[src/rtl/id_inst_queue.sv]
// Decode-stage input queue: DEPTH-entry circular buffer of {inst, pc}.
// Optional perf counters enabled by defining ID_QUEUE_PERF_EN.
module id_inst_queue #(
  parameter int          DATA_W   = 64,
  parameter int          DEPTH    = 4,
  parameter logic [31:0] NOP_INST = 32'h00000033,
  parameter int          CNT_W    = $clog2(DEPTH+1)
) (
  input  logic              clk,
  input  logic              rst_n,
  input  logic              fs_to_ds_valid,
  input  logic [DATA_W-1:0] if_id_bus_in,
  output logic              ds_allowin,
  input  logic              br_jmp_flag,
  input  logic              stall_flag,
  input  logic              es_allowin,
  output logic              ds_to_es_valid,
  output logic [DATA_W-1:0] id_bus_out,
`ifdef ID_QUEUE_PERF_EN
  output logic [31:0]       perf_flush_cnt,
  output logic [31:0]       perf_stall_cnt,
`endif
  output logic [CNT_W-1:0]  q_count,
  output logic              q_empty,
  output logic              q_full
);

  localparam int PC_W  = DATA_W - 32;
  localparam int PTR_W = (DEPTH > 1) ? $clog2(DEPTH) : 1;

  logic [DATA_W-1:0] r_mem [DEPTH];
  logic [PTR_W-1:0]  r_rd_ptr;
  logic [PTR_W-1:0]  r_wr_ptr;
  logic [CNT_W-1:0]  r_count;

  logic              w_push;
  logic              w_pop;
  logic [DATA_W-1:0] w_head;

  // Wrap at DEPTH-1 explicitly so non-power-of-2 depths work.
  function automatic logic [PTR_W-1:0] ptr_inc(input logic [PTR_W-1:0] p);
    return (p == PTR_W'(DEPTH-1)) ? '0 : p + 1'b1;
  endfunction

  assign q_count        = r_count;
  assign q_empty        = (r_count == '0);
  assign q_full         = (r_count == CNT_W'(DEPTH));
  assign ds_to_es_valid = !q_empty && !stall_flag && !br_jmp_flag;
  assign w_pop          = ds_to_es_valid && es_allowin;
  assign ds_allowin     = !q_full || w_pop;
  assign w_push         = fs_to_ds_valid && ds_allowin && !br_jmp_flag;
  assign w_head         = r_mem[r_rd_ptr];

  // Head presentation with NOP substitution on flush or empty.
  always_comb begin
    id_bus_out = w_head;
    if (br_jmp_flag)
      id_bus_out = {NOP_INST, w_head[PC_W-1:0]};
    else if (q_empty)
      id_bus_out = {NOP_INST, {PC_W{1'b0}}};
  end

  // Entry storage; a push writes at the tail.
  always_ff @(posedge clk or negedge rst_n) begin
    if (!rst_n) begin
      for (int i = 0; i < DEPTH; i++)
        r_mem[i] <= '0;
    end else if (w_push) begin
      r_mem[r_wr_ptr] <= if_id_bus_in;
    end
  end

  // Pointers and occupancy; a flush empties the queue outright.
  always_ff @(posedge clk or negedge rst_n) begin
    if (!rst_n) begin
      r_rd_ptr <= '0;
      r_wr_ptr <= '0;
      r_count  <= '0;
    end else if (br_jmp_flag) begin
      r_rd_ptr <= '0;
      r_wr_ptr <= '0;
      r_count  <= '0;
    end else begin
      if (w_push)
        r_wr_ptr <= ptr_inc(r_wr_ptr);
      if (w_pop)
        r_rd_ptr <= ptr_inc(r_rd_ptr);
      r_count <= r_count + CNT_W'(w_push) - CNT_W'(w_pop);
    end
  end

`ifdef ID_QUEUE_PERF_EN
  // Count flushes and stalls that hit a non-empty queue.
  always_ff @(posedge clk or negedge rst_n) begin
    if (!rst_n) begin
      perf_flush_cnt <= '0;
      perf_stall_cnt <= '0;
    end else begin
      if (br_jmp_flag && !q_empty)
        perf_flush_cnt <= perf_flush_cnt + 32'd1;
      if (stall_flag && !q_empty && !br_jmp_flag)
        perf_stall_cnt <= perf_stall_cnt + 32'd1;
    end
  end
`endif

endmodule

[config.mk]
export PLATFORM = sky130hd
export DESIGN_NAME = id_inst_queue
export DESIGN_NICKNAME = d
export VERILOG_FILES = /design/src/rtl/id_inst_queue.sv
export SDC_FILE = /design/constraint.sdc
export NUM_CORES = 1
export LEC_CHECK = 0
export ABC_AREA = 0
export CAP_MARGIN = 40
export CORE_MARGIN = 10
export CORE_UTILIZATION = 60
export CTS_BUF_LIST = sky130_fd_sc_hd__clkbuf_2
export CTS_CLUSTER_SIZE = 40
export DETAILED_ROUTE_END_ITERATION = 16
export PLACE_DENSITY_LB_ADDON = 0.25
export SLEW_MARGIN = 30
export SYNTH_ARGS = -nofsm -noshare
export SYNTH_HDL_FRONTEND = slang
export SYNTH_SLANG_ARGS = --single-unit
[constraint.sdc]
create_clock -name clk -period 6.57 [get_ports clk]
set_input_delay 0.657 -clock clk [delete_from_list [all_inputs] [get_ports clk]]
set_output_delay 0.657 -clock clk [all_outputs]
set_load 0.02 [all_outputs]
== Word level (Yosys, flattened, before mapping) ==
Index checks and enable logic that the tools add are counted.

* Register bits: 263
* Bits of input ports: 70
* Word-level logic and storage cells: 48

* Add/subtract/negate cells: 4
* Order comparisons: 3
* Equality and inequality tests: 3
* Multiplexer cells: 15
* Bitwise logic cells: 2
* Reductions and logical operators: 14

{| class="wikitable"
|+ Operators by type and width
! operator !! count
|-
| $mux 64 || 5
|-
| $bwmux 256 || 1
|-
| $bmux 64 s2 || 1
|-
| $demux 64 s2 || 1
|-
| $mux 2 || 6
|-
| $ge 3x3->1 const B || 2
|-
| $logic_and 1x1->1 || 6
|-
| $not 2->3 || 2
|-
| $add 2x1->2 const B || 2
|-
| $eq 2x2->1 const B || 2
|-
| $logic_not 1->1 || 4
|-
| $reduce_bool 2->1 || 2
|-
| $add 3x1->3 || 1
|-
| $eq 3x3->1 const B || 1
|-
| $logic_not 3->1 || 1
|-
| $lt 3x1->1 const B || 1
|-
| $mux 3 || 1
|-
| $sub 3x1->3 || 1
|-
| $logic_or 1x1->1 || 1
|}

== Longest topological paths before layout ==
* Depth in word-level cells: 11
* Gate-level depth with buffers: 13

== Least setup slack after synthesis ==
Ideal clock, no wire load.

* Path type: input to register
* From: in br_jmp_flag
* To: reg r_count[2] (netlist: q_count[2])
* Data arrival time: 2.905 ns
* Required time: 6.484 ns
* Setup slack: 3.579 ns
* Stages: 13
* Path buffers: 2
* Cell sequence: clkbuf_1 -> or3b_1 -> buf_4 -> nand2_1 -> nand3_1 -> ha_1 -> inv_1 -> ha_1 -> inv_1 -> fa_1 -> xor2_1 -> and2_1 -> nor3_1

* Word-level cells in the longest chain between the ends: 9

{| class="wikitable"
|+ RTL lines
! element !! RTL line !! text
|-
| start: declaration || 14 || <nowiki>input logic br_jmp_flag,</nowiki>
|-
| $logic_not 1->1 || 48 || <nowiki>assign ds_to_es_valid = !q_empty && !stall_flag && !br_jmp_flag;</nowiki>
|-
| $logic_and 1x1->1 || 48 ||
|-
| $logic_and 1x1->1 || 49 || <nowiki>assign w_pop = ds_to_es_valid && es_allowin;</nowiki>
|-
| $logic_or 1x1->1 || 50 || <nowiki>assign ds_allowin = !q_full || w_pop;</nowiki>
|-
| net ds_allowin || 13 || <nowiki>output logic ds_allowin,</nowiki>
|-
| $logic_and 1x1->1 (2 in a row) || 51 || <nowiki>assign w_push = fs_to_ds_valid && ds_allowin && !br_jmp_flag;</nowiki>
|-
| $add 3x1->3 || 88 || <nowiki>r_count <= r_count + CNT_W'(w_push) - CNT_W'(w_pop);</nowiki>
|-
| $sub 3x1->3 || 88 ||
|-
| $mux 3 || 79 || <nowiki>end else if (br_jmp_flag) begin</nowiki>
|-
| end signal: assignment || 88 ||
|-
| end: declaration || 34 || <nowiki>logic [CNT_W-1:0] r_count;</nowiki>
|}

The timed path passes the listed nets, and every way through them passes these cells.
A chain may end at the register's enable or synchronous reset.

== Final worst setup path ==
* From: reg r_rd_ptr[0]
* To: out id_bus_out[32]

* Word-level cells in the longest chain between the ends: 6

{| class="wikitable"
|+ RTL lines
! element !! RTL line !! text
|-
| start: declaration || 32 || <nowiki>logic [PTR_W-1:0] r_rd_ptr;</nowiki>
|-
| start signal: assignment || 87 || <nowiki>r_rd_ptr <= ptr_inc(r_rd_ptr);</nowiki>
|-
| $not 2->3 (not written as such) || 52 || <nowiki>assign w_head = r_mem[r_rd_ptr];</nowiki>
|-
| $bmux 64 s2 || 52 ||
|-
| $mux 64 (not written as such) (2 in a row) || 52 ||
|-
| $mux 64 || 59 || <nowiki>else if (q_empty)</nowiki>
|-
| $mux 64 || 57 || <nowiki>if (br_jmp_flag)</nowiki>
|-
| end: declaration || 18 || <nowiki>output logic [DATA_W-1:0] id_bus_out,</nowiki>
|}

No other way between the ends. The select of a mux whose other input is x is not followed.

==> flow_metrics.py <==
metrics = {
    "floorplan": {
        "io_pins": 141,
        "dieArea_um2": 26200,
        "num_rows": 51,
        "die_w_um": 162,
        "start_util_pct": 61.5,
        "die_h_um": 162,
        "core_area_um2": 19600,
    },
    "sta": {
        "finalCritPeriodShare_pct": 67.4,
        "slew_headroom_pct": 43.4,
        "setup_violations": 0,
        "max_freq_mhz": 226,
        "rsz0062_at_grt": "no",
        "finClkSkew_ps": 21.6,
        "worst_slew_pin_slew_ps": 848,
        "slew_violations": 0,
        "period_needed_ps": 4430,
        "fin_ws_ps": 2140,
        "setup-tns-final_ps": 0,
        "final-hold-violation-count": 0,
    },
    "logic_synthesis": {
        "synth_xor_area_share_pct": 0.0727,
        "ys.warnings.count": 0,
        "synthMuxAreaShare_pct": 36.1,
        "synth_fp_nets": 820,
        "seq_area_frac_synth_pct": 54.6,
        "synthCells": 742,
        "netlist_area_um2": 12100,
        "ys_ff_latch": 263,
        "yosysUniqueCellTypes": 31,
        "synth-simple-area-share_pct": 4.53,
        "synth_top_family_by_area": "multiplexers",
        "synth_fa_ha_area_share_pct": 0.893,
        "synth_compound_area_share_pct": 0.737,
        "synth_area_per_cell_um2": 16.2,
    },
    "global_routing": {
        "grt_pass1_vias": 8293,
        "overflow": 0,
        "antenna_found_initial": 1,
        "grt_max_degree": 158,
        "grt.total_usage_pct": 20.7,
        "grt_pass1_wl_um": 43400,
    },
    "critical_path": {
        "worstSetupStartpointType": "register",
        "slowest_delay_ps": 690,
        "path_class": "reg2out",
        "cp.buffers_inverters": 3,
        "slowest_stage": "dfrtp_4",
        "cp_data_arrival_time_ps": 3770,
        "crit_family": "buffers and inverters",
        "crit_required_ps": 5910,
        "end_kind": "output pin",
        "crit_fanout": 27,
        "path_cells": "buf_12 -> buf_4 -> mux4_2 -> or3_1 -> clkdlybuf4s50_1",
        "r2r_slack_ps": 3730,
    },
    "clock_network": {
        "post_cts_buffers": 0,
        "ctsResizeCount": 0,
        "cts_tree": "built",
        "clkLatencyLatePin_ps": 770,
        "cts.path.max_buffers": 3,
        "cts_max_level": 3,
        "cts_root_buf": "clkbuf_2",
        "path_clk_slew_ps": 100,
        "cts_sinks": 263,
        "numCtsBuffers": 68,
    },
    "power": {
        "ir_drop_v": 0.000225,
        "switching_share_pct": 31.2,
        "p_leak_nw": 6.06,
        "pwr-share-comb_pct": 36.5,
        "power_frac_seq_pct": 46.5,
        "power_density_nw_per_um2": 410,
        "p_sw_w": 0.00182,
        "internal_power_w": 0.00400,
        "p_clk_share_pct": 17.1,
    },
    "finish": {
        "fin_nets": 998,
        "drive_above_1_share_pct": 44.2,
        "n_fill_cell": 1333,
        "area_growth_pct": 17.7,
        "stdcell_count": 1222,
    },
    "place": {
        "post-place-cells": 1114,
        "dp_slack_ps": 2730,
        "port_buffers": 140,
        "routabilityCongestion": 0.747,
        "dp_hpwl_um": 17200,
    },
    "route": {
        "drc_errors": 0,
        "first_pass_iters": 4,
        "wl_per_cell_um": 21.6,
        "detail-route-antenna-nets": 0,
        "drt_iter0_drc": 252,
        "num_vias": 7017,
        "via_per_inst": 5.74,
        "wl_um": 26400,
    },
    "status": {
        "status": "complete, no violations",
    },
    "worst_hold_path": {
        "holdCritPathClass": "reg2reg",
    },
    "run": {
        "maxCapViolCount": 0,
    },
}
-- flip-flops by register name, summed over array words and instances (netlist names) --
name and cells:
r_mem 256, q_count 3, r_rd_ptr 2, r_wr_ptr 2
-- power groups by stage --
stage                     Clock, W  Sequential [W]  Combinational, W
after floorplan                  0         0.00258           0.00150
after global placement           0         0.00266           0.00204
after detailed placement         0         0.00274           0.00215
after CTS                  0.00103         0.00270           0.00216
after global routing       0.00112         0.00279           0.00228
final                     0.000992         0.00270           0.00212
-- cell usage in the layout, fill, tap and decap left out, drive strengths merged --
cell type / count
nand3: 1
inv: 7
mux2: 258
clkinv: 7
nand2: 3
a21oi: 4
clkbuf: 97
nand3b: 4
or3b: 1
dfrtp: 263
ha: 7
nor2b: 62
mux2i: 1
nand2b: 1
buf: 15
o211ai: 1
or2: 1
nor3b: 1
fa: 1
nor4: 1
xor2: 1
and2: 1
clkdlybuf4s50: 139
diode: 1
o41ai: 1
nor2: 5
mux4: 64
nor3: 3
dlygate4sd3: 1
a21boi: 1
or3: 4
-- kinds of logic (layout without fill, tap and decap cells) --
logic type               after synthesis  count (layout)
multiplexers                         323             323
adder cells (fa/ha/maj)                8               8
AO/OA/AOI/OAI                          7               7
flip-flops                           263             263
AND/OR/NAND/NOR                       88              88
buffers and inverters                 52             266
other                                  0               1
XOR/XNOR                               1               1
-- metrics by stage --
step | instance area (µm²) | power [W] | util (%) | hold WS, ps
after detailed placement | 13700 | 0.00489 | 69.7 | 476
after global routing | 14200 | 0.00619 | 72.4 | 503
after CTS | 14200 | 0.00589 | 72.4 | 498
final | 14200 | 0.00582 | 72.4 | 494
after floorplan | 12100 | 0.00408 | - | 361
after global placement | 13500 | 0.00470 | 69.2 | 462
-- path summary, 6_finish.rpt --
kind,from,endpoint,cells past startpoint
max reg2reg,q_count[1],q_count[2],11
min,r_mem[6],r_mem[6],1
min in group asynchronous,rst_n,r_mem[114],2
max in group asynchronous,rst_n,r_mem[73],3
max,r_rd_ptr[0],id_bus_out[32],5
min reg2reg,r_mem[6],r_mem[6],1
-- per-layer routing --
| metal | global-route usage [%] | part of all wire, % | wire length [µm] | up-vias |
|---|---|---|---|---|
| li1 | - | - | - | 3100 |
| met1 | 24.7 | 41 | 10800 | 3714 |
| met2 | 35.9 | 52 | 13800 | 173 |
| met3 | 5.79 | 5.4 | 1420 | 30 |
| met4 | 6.04 | 1.2 | 326 | 0 |
| met5 | 0 | 0 | 0 | - |
-- synth_stat cells (all sizes together) --
library cell | count | area (µm²)
nand3 | 1 | 5.00
mux4 | 64 | 1440
nor3b | 1 | 18.8
ha | 7 | 87.6
nor2 | 5 | 18.8
or3b | 1 | 8.76
mux2 | 258 | 2910
nand2 | 3 | 11.3
buf | 34 | 297
mux2i | 1 | 10.0
nor4 | 1 | 6.26
or3 | 4 | 25.0
inv | 5 | 18.8
nor2b | 62 | 388
nand3b | 4 | 30.0
nand2b | 1 | 6.26
clkbuf | 13 | 48.8
o211ai | 1 | 7.51
xor2 | 1 | 8.76
dfrtp | 263 | 6580
and2 | 1 | 6.26
nor3 | 3 | 15.0
a21boi | 1 | 7.51
or2 | 1 | 6.26
o41ai | 1 | 8.76
fa | 1 | 20.0
a21oi | 4 | 65.1
-- what timing repair did --
item	CTS	global route
endpoints found under the hold margin	106	0
hold buffers	1	0
setup endpoints to repair	0	0
-- area by class of cell --
class / count / area [µm²] / area share, %
antenna: 1 / 2.50 / 0.0176
clock buffer: 97 / 485 / 3.42
clock inverter: 9 / 33.8 / 0.238
inverter: 5 / 18.8 / 0.132
multi-input combinational: 427 / 5110 / 36.1
sequential: 263 / 6590 / 46.5
tap: 265 / 332 / 2.34
timing repair buffer: 155 / 1610 / 11.3
-- worst register-to-register path, cell delays in order (launching register included) --
cell,delay (ps)
dfrtp_1,510
nor3b_4,580
nand2_1,200
nand3_1,150
ha_1,240
inv_1,60
ha_1,130
inv_1,50
fa_1,370
xor2_1,160
and2_1,160
nor3_1,140
(Power assumes the default switching activity.)
